==> src/rtl/oam_dma_if.sv <==
// rtl/oam_dma_if.sv - CPU, memory and PPU register bus bundle for the sprite DMA engine
//
// Purpose: groups the CPU bus inputs, DMA memory read port and PPU register
// write port that oam_dma sits between.
// Modports:
//   master - the DMA engine: samples CPU/memory inputs, drives halt, memory
//            read and PPU register outputs.
//   slave  - the surrounding system (CPU, memory, PPU register decode).
// Signals:
//   cpu_ce, cpu_addr[15:0], cpu_wdata[7:0], cpu_we  - CPU bus cycle and write
//   cpu_rdy, dma_active                             - CPU halt / bus mux select
//   mem_addr[15:0], mem_rd, mem_rdata[7:0]          - DMA source reads
//   ppu_cs_n, ppu_reg_addr[2:0], ppu_we, ppu_wdata  - OAMDATA writes
interface oam_dma_if;
  logic        cpu_ce;
  logic [15:0] cpu_addr;
  logic [7:0]  cpu_wdata;
  logic        cpu_we;
  logic        cpu_rdy;
  logic        dma_active;
  logic [15:0] mem_addr;
  logic        mem_rd;
  logic [7:0]  mem_rdata;
  logic        ppu_cs_n;
  logic [2:0]  ppu_reg_addr;
  logic        ppu_we;
  logic [7:0]  ppu_wdata;

  modport master (
    input  cpu_ce, cpu_addr, cpu_wdata, cpu_we, mem_rdata,
    output cpu_rdy, dma_active, mem_addr, mem_rd,
           ppu_cs_n, ppu_reg_addr, ppu_we, ppu_wdata
  );

  modport slave (
    output cpu_ce, cpu_addr, cpu_wdata, cpu_we, mem_rdata,
    input  cpu_rdy, dma_active, mem_addr, mem_rd,
           ppu_cs_n, ppu_reg_addr, ppu_we, ppu_wdata
  );
endinterface

==> src/rtl/oam_dma.sv <==
// rtl/oam_dma.sv - sprite DMA: $4014 write halts the CPU and copies one page into OAM
//
// Purpose: decodes CPU writes to DMA_REG_ADDR, halts the CPU, then performs
// 256 read/write pairs: read {page, idx} from memory, write the byte to the
// PPU OAMDATA register through the PPU chip-select/register-address path.
// Ports:
//   clk    - system clock
//   reset  - asynchronous active-low reset
//   bus    - oam_dma_if.master (CPU bus in, halt/mux out, memory read port,
//            PPU register write port)
// Parameters:
//   DMA_REG_ADDR - CPU address that triggers a transfer
//   OAMDATA_IDX  - PPU register index used for every copy write
// Configuration macro:
//   OAM_DMA_ALIGN_EN - when defined, a parity flop and ALIGN state add one
//                      idle CPU cycle after HALT on odd cycles (513/514-cycle
//                      transfers); when undefined every transfer is 513 cycles.
module oam_dma #(
  parameter logic [15:0] DMA_REG_ADDR = 16'h4014,
  parameter logic [2:0]  OAMDATA_IDX  = 3'd4
) (
  input  logic      clk,
  input  logic      reset,
  oam_dma_if.master bus
);

`ifdef OAM_DMA_ALIGN_EN
  typedef enum logic [2:0] {IDLE, HALT, ALIGN, READ, WRITE} state_t;
`else
  typedef enum logic [2:0] {IDLE, HALT, READ, WRITE} state_t;
`endif

  state_t      state;
  logic [7:0]  page;
  logic [7:0]  idx;
  logic [7:0]  idx_next;
  logic [7:0]  data_q;
  logic        cpu_rdy_q;
  logic        dma_active_q;
  logic [15:0] mem_addr_q;
  logic        mem_rd_q;
  logic        ppu_cs_n_q;
  logic [2:0]  ppu_reg_addr_q;
  logic        ppu_we_q;
  logic        trigger;

  assign trigger  = bus.cpu_we && (bus.cpu_addr == DMA_REG_ADDR);
  assign idx_next = idx + 8'd1;

`ifdef OAM_DMA_ALIGN_EN
  // Tracks odd/even CPU cycles so reads can start on a fixed cycle parity.
  logic parity;

  always_ff @(posedge clk or negedge reset) begin
    if (!reset) begin
      parity <= 1'b0;
    end else if (bus.cpu_ce) begin
      parity <= ~parity;
    end
  end
`endif

  // Outputs are registered: each transition sets the output levels of the
  // state being entered, so they change on the same cpu_ce edge as the state.
  always_ff @(posedge clk or negedge reset) begin
    if (!reset) begin
      state          <= IDLE;
      page           <= 8'h00;
      idx            <= 8'h00;
      data_q         <= 8'h00;
      cpu_rdy_q      <= 1'b1;
      dma_active_q   <= 1'b0;
      mem_addr_q     <= 16'h0000;
      mem_rd_q       <= 1'b0;
      ppu_cs_n_q     <= 1'b1;
      ppu_reg_addr_q <= 3'd0;
      ppu_we_q       <= 1'b0;
    end else if (bus.cpu_ce) begin
      case (state)
        IDLE: begin
          if (trigger) begin
            page         <= bus.cpu_wdata;
            idx          <= 8'h00;
            state        <= HALT;
            cpu_rdy_q    <= 1'b0;
            dma_active_q <= 1'b1;
          end
        end
        HALT: begin
`ifdef OAM_DMA_ALIGN_EN
          if (parity) begin
            state <= ALIGN;
          end else begin
            state      <= READ;
            mem_rd_q   <= 1'b1;
            mem_addr_q <= {page, idx};
          end
`else
          state      <= READ;
          mem_rd_q   <= 1'b1;
          mem_addr_q <= {page, idx};
`endif
        end
`ifdef OAM_DMA_ALIGN_EN
        ALIGN: begin
          state      <= READ;
          mem_rd_q   <= 1'b1;
          mem_addr_q <= {page, idx};
        end
`endif
        READ: begin
          data_q         <= bus.mem_rdata;
          mem_rd_q       <= 1'b0;
          ppu_cs_n_q     <= 1'b0;
          ppu_we_q       <= 1'b1;
          ppu_reg_addr_q <= OAMDATA_IDX;
          state          <= WRITE;
        end
        WRITE: begin
          // Chip select is released between writes so the PPU sees a
          // fresh falling edge for every byte.
          ppu_cs_n_q     <= 1'b1;
          ppu_we_q       <= 1'b0;
          ppu_reg_addr_q <= 3'd0;
          if (idx == 8'hFF) begin
            idx          <= 8'h00;
            state        <= IDLE;
            cpu_rdy_q    <= 1'b1;
            dma_active_q <= 1'b0;
          end else begin
            idx        <= idx_next;
            mem_rd_q   <= 1'b1;
            mem_addr_q <= {page, idx_next};
            state      <= READ;
          end
        end
        default: begin
          state <= IDLE;
        end
      endcase
    end
  end

  assign bus.cpu_rdy      = cpu_rdy_q;
  assign bus.dma_active   = dma_active_q;
  assign bus.mem_addr     = mem_addr_q;
  assign bus.mem_rd       = mem_rd_q;
  assign bus.ppu_cs_n     = ppu_cs_n_q;
  assign bus.ppu_reg_addr = ppu_reg_addr_q;
  assign bus.ppu_we       = ppu_we_q;
  assign bus.ppu_wdata    = data_q;

endmodule

==> src/flat_wrapper.sv <==
// flat-port wrapper written by rule: the top's interface ports become plain ports
module oam_dma_flat 
#(
  parameter logic [15:0] DMA_REG_ADDR = 16'h4014,
  parameter logic [2:0]  OAMDATA_IDX  = 3'd4
)
  (clk, reset, bus_cpu_ce, bus_cpu_addr, bus_cpu_wdata, bus_cpu_we, bus_mem_rdata, bus_cpu_rdy, bus_dma_active, bus_mem_addr, bus_mem_rd, bus_ppu_cs_n, bus_ppu_reg_addr, bus_ppu_we, bus_ppu_wdata);
  oam_dma_if bus_i ();
  input  logic clk;
  input  logic reset;
  input wire logic [$bits(bus_i.cpu_ce)-1:0] bus_cpu_ce;
  input wire logic [$bits(bus_i.cpu_addr)-1:0] bus_cpu_addr;
  input wire logic [$bits(bus_i.cpu_wdata)-1:0] bus_cpu_wdata;
  input wire logic [$bits(bus_i.cpu_we)-1:0] bus_cpu_we;
  input wire logic [$bits(bus_i.mem_rdata)-1:0] bus_mem_rdata;
  output wire logic [$bits(bus_i.cpu_rdy)-1:0] bus_cpu_rdy;
  output wire logic [$bits(bus_i.dma_active)-1:0] bus_dma_active;
  output wire logic [$bits(bus_i.mem_addr)-1:0] bus_mem_addr;
  output wire logic [$bits(bus_i.mem_rd)-1:0] bus_mem_rd;
  output wire logic [$bits(bus_i.ppu_cs_n)-1:0] bus_ppu_cs_n;
  output wire logic [$bits(bus_i.ppu_reg_addr)-1:0] bus_ppu_reg_addr;
  output wire logic [$bits(bus_i.ppu_we)-1:0] bus_ppu_we;
  output wire logic [$bits(bus_i.ppu_wdata)-1:0] bus_ppu_wdata;
  assign bus_i.cpu_ce = bus_cpu_ce;
  assign bus_i.cpu_addr = bus_cpu_addr;
  assign bus_i.cpu_wdata = bus_cpu_wdata;
  assign bus_i.cpu_we = bus_cpu_we;
  assign bus_i.mem_rdata = bus_mem_rdata;
  assign bus_cpu_rdy = bus_i.cpu_rdy;
  assign bus_dma_active = bus_i.dma_active;
  assign bus_mem_addr = bus_i.mem_addr;
  assign bus_mem_rd = bus_i.mem_rd;
  assign bus_ppu_cs_n = bus_i.ppu_cs_n;
  assign bus_ppu_reg_addr = bus_i.ppu_reg_addr;
  assign bus_ppu_we = bus_i.ppu_we;
  assign bus_ppu_wdata = bus_i.ppu_wdata;
  oam_dma #(.DMA_REG_ADDR(DMA_REG_ADDR), .OAMDATA_IDX(OAMDATA_IDX)) u_core (.clk(clk), .reset(reset), .bus(bus_i));
endmodule
==> config.mk <==
export PLATFORM = sky130hd
export DESIGN_NAME = oam_dma_flat
export DESIGN_NICKNAME = d
export VERILOG_FILES = /design/src/rtl/oam_dma_if.sv /design/src/rtl/oam_dma.sv /design/src/flat_wrapper.sv
export SDC_FILE = /design/constraint.sdc
export NUM_CORES = 1
export LEC_CHECK = 0
export BUFFER_PORTS_ARGS = -buffer_cell sky130_fd_sc_hd__clkbuf_2
export CAP_MARGIN = 40
export CORE_UTILIZATION = 49
export DETAILED_ROUTE_END_ITERATION = 12
export PLACE_DENSITY_LB_ADDON = 0.3
export SETUP_SLACK_MARGIN = 0.3
export SLEW_MARGIN = 40
export SYNTH_ARGS = -nofsm -noshare
export SYNTH_HDL_FRONTEND = slang
export SYNTH_SLANG_ARGS = --single-unit
==> constraint.sdc <==
create_clock -name clk -period 2.3 [get_ports clk]
set_clock_uncertainty 0.2 [all_clocks]
set_input_delay 0.23 -clock clk [delete_from_list [all_inputs] [get_ports clk]]
set_output_delay 0.23 -clock clk [all_outputs]
set_load 0.1 [all_outputs]
### Yosys cells after proc, flatten, opt, wreduce, memory -nomap -nowiden

Index checks and enable logic that the tools add are counted.

* $add $sub $neg: 1
* equal/unequal tests: 8
* mux-type cells: 19
* reduce and logical (&&, ||, !) cells: 14

Operators by type and width (count)
* 16-bit one-hot mux with 2 select lines: 1
* 16-bit by 15-bit == test with 1-bit output (second input constant): 1
* 16-bit 2-to-1 mux: 1
* 8-bit 2-to-1 mux: 2
* 8-bit one-hot mux with 2 select lines: 1
* 3-bit one-hot mux with 4 select lines: 1
* 3-bit AND reduction: 4
* 8-bit by 1-bit adder with 8-bit output (second input constant): 1
* 8-bit == test (second input constant): 1
* 1-bit one-hot mux with 2 select lines: 4
* 3-bit by 2-bit == test with 1-bit output (second input constant): 2
* 3-bit one-hot mux with 2 select lines: 1
* 2-bit AND reduction: 3
* 2-bit nonzero test: 3
* 1-bit 2-to-1 mux: 5
* 2-bit by 1-bit inequality test with 1-bit output (second input constant): 2
* 4-bit AND reduction: 1
* 3-bit by 1-bit == test with 1-bit output (second input constant): 1
* 3-bit zero test: 1
* 3-bit 2-to-1 mux: 1
* 1-bit one-hot mux with 3 select lines: 1
* 3-bit nonzero test: 1
* 2-bit 2-to-1 mux: 1
* 2-bit inequality test (second input constant): 1
* 1-bit logical AND: 1

* flip-flop bits (word level): 51
* bits of input ports: 36

### Longest topological paths before layout

Gate-level depths: netlist of run 1.

* depth after elaboration: 4
* gate-level depth with buffers: 8

### Worst setup path before layout of run 1

Ideal clock, no wire load.

* path kind: reg2reg
* start: reg u_core.idx[0]
* end: reg u_core.mem_addr_q[11] (netlist: u_core.bus.mem_addr[11])
* data arrival time: 1614 ps
* required time: 1974 ps
* slack: 360 ps
* stages on the path, launching flop included: 7
* buffers on the path: 1
* period minus slack after synthesis: 1940 ps
* cell sequence: dfrtp_1 > ha_1 > and4_1 > a31oi_1 > o21ai_2 > buf_6 > mux2_2

* cells in the longest elaborated chain, start to end: 3

RTL lines
* start: declaration: line oam_dma.sv:35 `logic [7:0] idx;`
* start signal: assignment: line oam_dma.sv:131 `idx <= idx_next;`
* 8-bit == test: line oam_dma.sv:125 `if (idx == 8'hFF) begin`
* 2-bit inequality test (no line)
* 3-bit AND reduction (no line)
* end signal: assignment: line oam_dma.sv:101 `mem_addr_q <= {page, idx};`
* end signal: assignment: line oam_dma.sv:133 `mem_addr_q <= {page, idx_next};`
* end: declaration: line oam_dma.sv:40 `logic [15:0] mem_addr_q;`

No other way between the ends.
A chain may end at the register's enable or synchronous reset.

### Worst setup path after layout of run 1

* start: reg u_core.state[0]
* end: reg u_core.page[6]

* cells in the longest elaborated chain, start to end: 2

RTL lines
* start: declaration: line oam_dma.sv:33 `state_t state;`
* start signal: assignment: line oam_dma.sv:67 `state <= IDLE;`
* start signal: assignment: line oam_dma.sv:84 `state <= HALT;`
* start signal: assignment: line oam_dma.sv:99 `state <= READ;`
* 3-bit zero test: line oam_dma.sv:79 `case (state)`
* 3-bit AND reduction (no line)
* end signal: assignment: line oam_dma.sv:82 `page <= bus.cpu_wdata;`
* end: declaration: line oam_dma.sv:34 `logic [7:0] page;`

No other way between the ends.

==> impl_results.md, run 1 <==
* Status: finished, final reports clean
* DRC Markers at 0
* Max-cap viol count at 0
* Clk_lat worst skew at 0.30 ns
* Die area at 4820 um^2
* Top post-synthesis cells by area: dfrtp_1 (51%), mux2_2 (8.1%), mux2_4 (5.4%)
* Drt pass-1 iters at 4
* GRT Total Usage at 20.6%
* Post-synthesis sequential area ratio at 53.0%
* Initial drt markers at 68
* Top Ports at 68
* Initial antenna violation count at 0
* Row count at 24
* Hold Path Depth at 2
* Max Used Layer: met4
* Most common cell in the netlist: dfrtp_1
* Layout Area Growth over Synthesis at 33.9%
* Worst setup EP type: register
* Async SR Flop Fraction at 100%
* Share of layout cells above drive strength 1 at 44.7%
* Setup WS pre-CTS at 0.168 ns
* Final-report setup violation count at 0
* CTS sink cnt at 47
* Fmax at 0.520 GHz
* Reg-to-Reg End: u_core.page[6]$_DFFE_PN0P_
* I/O Buffers at 65
* Crit path kind: reg -> reg
* Final min period at 1.92 ns
* Synth top area share at 50.6%
* Starting density of the core at 51.1%
* Vias at 1752
* HPWL Detailed at 3120 um
* Post-DR vias/cell at 5.25
* Final wirelength at 4830 um
* Die height at 69.4 um
* Wire length on met1 at 2210 um
* Number of buffers created by CTS at 5
* Core Area at 4350 um^2
* Final net count at 322
* Leak at 0.00150 uW
* Avg WL per Cell at 14.5 um
* FF+latch count, synth at 47
* Synth area leader: dfrtp_1
* Hold Fails Final Rpt at 0
* Worst Reg-to-Reg Cells at 5
* Yosys cell types at 42
* Design Power at 3960 uW
* Final GP Congestion at 0.804
* Pwr Density at 1330 nW/um^2
* Final Max Tran Viols at 0
* Period utilization at 83.7%
* Met2 wire len at 2360 um
* Largest net degree at the start of global routing at 25
* Crit path required time at 2.28 ns
* Maximum VDD drop at 0.00178 V
* Top_reg_cell synth: dfrtp_1
* Hold_sp: bus_cpu_ce
* Die W at 69.4 um
* Hold_ws at 0.0253 ns
* Worst setup margin at 0.376 ns
* RSZ-0062 raised after global routing: false
* Diode count at 0
* Synthesized cell area at 2230 um^2
* Met3 routed WL at 217 um
* R2r setup slk at 0.38 ns
* CP Data Arrival Time at 1.90 ns
* Synth Instances at 190
* Root buffer cell: clkbuf_8
* Rel. slew slack at 60.7%
* Slew @ Worst Pin at 0.589 ns
* Post-synth top cells: dfrtp_1 (45), nand2_1 (21), o21ai_0 (18), mux2_2 (16), mux2_4 (8)
* RR Startpoint: u_core.state[0]$_DFFE_PN0P_
* EDFF count, synth at 0
* Worst hold endpoint: u_core.bus.ppu_reg_addr[2]$_DFFE_PN0P_
* Vias in the first global route at 1688
* Crit start category: register
* Hold Path Class: in -> reg
* Largest fanout on the critical path at 8
* First-pass GRT wire length at 7870 um
* Antenna viol nets, final at 0
* H-Tree Level Count at 2
* Post-Syn Area per Cell at 11.7 um^2
* Post-Route Setup TNS at 0 ns
* Fillers at 325
* Yosys warning total at 0
* Bufs on Longest Clock Path at 2
* GR Overflow Total at 0
* Clk pin slew, worst setup/hold paths at 0.08 ns
* CTS tree: yes
-- metal layers --
layer	vias to the layer above	GRT usage, %
met5	-	0
met4	0	5.44
met3	5	4.94
met2	51	34.4
met1	840	27.0
li1	856	-
-- cells in the final DEF (no fill, tap or decap), drive strengths merged, types with 2 or more instances in the layout --
master	count
clkbuf	73
dfrtp	45
mux2	24
nand2	21
o21ai	21
dlygate4sd3	17
buf	12
nand3	6
xor2	6
a21oi	5
nor2	5
ha	5
inv	4
a22o	4
and3	4
nand4	3
o31ai	3
nor4b	3
conb	2
dfstp	2
a31oi	2
-- where the power goes --
group / internal (uW) / switching [uW] / leakage [uW]
logic: 537 / 1720 / 0.000840
clock network: 274 / 257 / 0.0000515
registers: 1040 / 140 / 0.000611
total: 1850 / 2110 / 0.00150
-- how the worst max path moves through the flow --
stage / start / to
finish: u_core.state[0]$_DFFE_PN0P_ / u_core.page[6]$_DFFE_PN0P_
global route: u_core.state[0]$_DFFE_PN0P_ / u_core.page[2]$_DFFE_PN0P_
CTS: u_core.idx[0]$_DFFE_PN0P_ / u_core.bus.mem_addr[6]$_DFFE_PN0P_
detailed placement: bus_cpu_addr[8] / u_core.page[6]$_DFFE_PN0P_
global placement: bus_cpu_addr[8] / u_core.page[6]$_DFFE_PN0P_
floorplan: u_core.idx[0]$_DFFE_PN0P_ / u_core.bus.mem_addr[11]$_DFFE_PN0P_
-- per-stage QoR --
| stage | util, % | cells | instance area (um^2) |
|---|---|---|---|
| after floorplan | - | 191 | 2230 |
| after global placement | 59.9 | 303 | 2610 |
| after detailed placement | 59.9 | 303 | 2610 |
| after CTS | 66.6 | 328 | 2900 |
| after global routing | 68.4 | 334 | 2980 |
| final | 68.4 | 334 | 2980 |
-- worst max-delay path: stages (launching register included) --
cell and delay (ns):
dfrtp_1 0.45, inv_1 0.11, ha_1 0.17, inv_1 0.07, or3_4 0.48, mux2_4 0.33
-- sequential cells by signal, indices dropped and copies added (netlist names) --
register / count
u_core.bus.cpu_rdy: 1
u_core.bus.dma_active: 1
u_core.bus.mem_addr: 16
u_core.bus.mem_rd: 1
u_core.bus.ppu_cs_n: 1
u_core.bus.ppu_reg_addr: 1
u_core.bus.ppu_wdata: 8
u_core.idx: 8
u_core.page: 8
u_core.state: 2
-- final cells by class --
cell class / count / area [um^2] / area share, %
clock buffers: 8 / 100 / 3.36
inverters: 4 / 15.0 / 0.504
multi-input cells: 129 / 1020 / 34.3
flip-flops and latches: 47 / 1180 / 39.6
well taps: 52 / 65.1 / 2.18
repair buffers: 94 / 598 / 20.1
-- cells by family after synthesis --
group           Yosys count  share of synthesized area, %
mux                      25                          13.9
compound gates           39                          11.0
other cells               1                         0.168
simple gates             49                          12.0
flops                    47                          53.0
buf+inv                  17                          4.38
fa+ha+maj                 5                          2.81
xor+xnor                  7                          2.75
-- what timing repair did --
item,in CTS,in global routing
pin swaps,0,1
hold buffers,17,0
setup buffers,0,4
hold endpoints to repair,39,0
setup endpoints to repair,22,21
resized for setup,3,10
cloned,0,2
No activity file was read; power rests on OpenSTA's default activity.
==> run 2, diff against run 1 <==
CORE_UTILIZATION = 46   (was 49)
clock period = 1.6 ns   (was 2.3 ns; I/O delays follow)
==> impl_results.md, run 2 (synthesis results as in run 1) <==
* Die height at 71.6 um (+3.1%)
* RR Startpoint: u_core.state[0]$_DFFE_PN0P_
* Crit path required time at 1.68 ns (-0.60 ns)
* HPWL Detailed at 3490 um (+12%)
* Worst setup margin at -0.321 ns (-0.697 ns)
* Leak at 0.00203 uW (+35%)
* Crit start category: register
* Reg-to-Reg End: u_core.idx[2]$_DFFE_PN0P_
* Worst setup EP type: register
* Top Ports at 68 (unchanged)
* Register area at 1190 um^2 (+1.1%)
* Period utilization at 120% (+36 points)
* GRT Total Usage at 32.9% (+12 points)
* Final core occ at 95.1% (+27 points)
* Crit path kind: reg -> reg
* Number of buffers created by CTS at 5 (unchanged)
* Final GP Congestion at 0.834 (+3.7%)
* Final wirelength at 10500 um (+120%)
* Worst Reg-to-Reg Cells at 9 (+4)
* Most common cell after layout, fill and taps aside: buf_4
* Clk pin slew, worst setup/hold paths at 0.11 ns (+0.03 ns)
* R2r setup slk at -0.32 ns (-0.70 ns)
* Row count at 24 (unchanged)
* Hold Path Class: in -> reg
* Initial drt markers at 223 (+230%)
* Core Area at 4500 um^2 (+3.4%)
* Root buffer cell: clkbuf_8
* Diode count at 0 (unchanged)
* Pwr Density at 2020 nW/um^2 (+52%)
* Final min period at 1.92 ns (-0.00337 ns)
* Vias at 2410 (+38%)
* Layout Area Growth over Synthesis at 92.4%
* Wire length on met1 at 3570 um (+61%)
* Fmax at 0.521 GHz (+0.18%)
* Most frequent cells in the layout: buf_4 (43), dfrtp_1 (36), clkbuf_2 (35), mux2_4 (20), buf_12 (20)
* Most frequent CP cell: buf_6
* CP peak stage delay at 0.47 ns (about the same)
* Hold Fails Final Rpt at 0 (unchanged)
* Status: complete, but fails checks
* Die W at 71.6 um (+3.1%)
* Largest fanout on the critical path at 3 (-5)
* Met2 wire len at 5350 um (+130%)
* Max Used Layer: met4
* Bufs on Longest Clock Path at 2 (unchanged)
* Fillers at 102 (-69%)
* CTS tree: yes
* Maximum VDD drop at 0.00202 V (+13%)
* I/O Buffers at 65 (unchanged)
* First-pass GRT wire length at 12300 um (+57%)
* DRC Markers at 0 (unchanged)
* Vias in the first global route at 2377 (+41%)
* CP max stage cell: dfrtp_1
* Crit-path cells: inv_2, ha_4, inv_4, buf_6, nand2_4, o21ai_2, buf_6, or3b_4, nand2_2
* Starting density of the core at 49.4% (-1.7 points)
* Multi-input gate area at 1340 um^2 (+31%)
* Post-Route Setup TNS at -11.95 ns (-11.95 ns)
* Clk_lat worst skew at 0.33 ns (+0.03 ns)
* Share of layout cells above drive strength 1 at 67.5% (+23 points)
* Initial antenna violation count at 0 (unchanged)
* Final-report setup violation count at 47 (+47)
* Avg WL per Cell at 27.2 um (+88%)
* Setup crit start: u_core.state[0]$_DFFE_PN0P_
* Antenna viol nets, final at 0 (unchanged)
* CTS sink cnt at 47 (unchanged)
* Failing checks: setup timing
* Largest net degree at the start of global routing at 48 (+92%)
* CP Data Arrival Time at 2.00 ns (+0.10 ns)
* Critical Path Sink: u_core.idx[2]$_DFFE_PN0P_
* H-Tree Level Count at 2 (unchanged)
* Max-cap viol count at 0 (unchanged)
* Die area at 5120 um^2 (+6.3%)
* Post-DR vias/cell at 6.28 (+20%)
* Met3 routed WL at 792 um (+260%)
* Max reg flops at 16 (unchanged)
* Final net count at 372 (+16%)
* RSZ-0062 raised after global routing: true
* Drt pass-1 iters at 5 (+1)
* GR Overflow Total at 0 (unchanged)
* Final Max Tran Viols at 0 (unchanged)
==> run 2: cell types whose count changed in the layout (fill, tap and decap cells not counted), moves of 13 or more <==
cell      previous run  this run
buf_6                0        13
clkbuf_2            65        35
buf_4               11        43
buf_12               1        20
o21ai_0             18         1
==> run 2: critical path: cells and delay by family (launching register included) <==
| family | cells | cell delay (ns) |
|---|---|---|
| AO/OA/AOI/OAI | 1 | 0.08 |
| AND/OR/NAND/NOR | 3 | 0.53 |
| buffers and inverters | 4 | 0.41 |
| flip-flops | 1 | 0.47 |
| adder cells (fa/ha/maj) | 1 | 0.19 |
==> run 2: where the power goes <==
part | leakage [uW] | internal (uW) | switching [uW]
clock | 0.0000587 | 475 | 495
combinational | 0.00136 | 2450 | 3310
sequential | 0.000603 | 1520 | 376
==> run 2: final cells by class <==
class,count,area share (%)
inverters,4,0.409
flip-flops and latches,47,27.8
well taps,52,1.52
multi-input cells,130,31.3
clock buffers,5,1.61
repair buffers,143,36.2
clock inverters,3,1.11
==> run 2: per-stage QoR <==
| stage | std cells | area, um^2 | hold slack (ns) | power (uW) | setup WS, ns |
|---|---|---|---|---|---|
| final | 384 | 4280 | 0.109 | 8630 | -0.321 |
| after global routing | 384 | 4280 | 0.112 | 8770 | -0.324 |
| after CTS | 368 | 3930 | 0.0621 | 7490 | -0.179 |
| after detailed placement | 328 | 2960 | -0.0329 | 5220 | -0.448 |
| after global placement | 328 | 2960 | -0.0332 | 5160 | -0.358 |
| after floorplan | 191 | 2360 | -0.336 | 4420 | -0.211 |
==> run 2: repair_timing <==
item                                   4_1_cts  5_1_grt
hold buffers                                17        0
setup endpoints to repair                   77       76
pin swaps                                   13        8
gates cloned                                 3        1
resized for setup                          120       69
setup buffers                               12       15
endpoints found under the hold margin       63        0
==> run 2: worst min-delay path by stage <==
stage | from | endpoint | slack [ns] | cells after the start
after floorplan | reset | u_core.bus.dma_active$_DFFE_PN0P_ | -0.34 | 0
after global placement | reset | u_core.bus.mem_addr[5]$_DFFE_PN0P_ | -0.03 | 2
after global routing | bus_cpu_ce | u_core.bus.ppu_reg_addr[2]$_DFFE_PN0P_ | 0.11 | 3
after detailed placement | reset | u_core.bus.mem_addr[5]$_DFFE_PN0P_ | -0.03 | 2
after CTS | bus_cpu_ce | u_core.bus.ppu_reg_addr[2]$_DFFE_PN0P_ | 0.06 | 3
final | bus_cpu_ce | u_core.bus.ppu_reg_addr[2]$_DFFE_PN0P_ | 0.11 | 3
==> run 2: metal layers <==
metal	up-vias	track usage [%]
met2	216	62.8
met1	1163	35.7
met4	0	11.8
met5	-	0
li1	956	-
met3	75	7.31
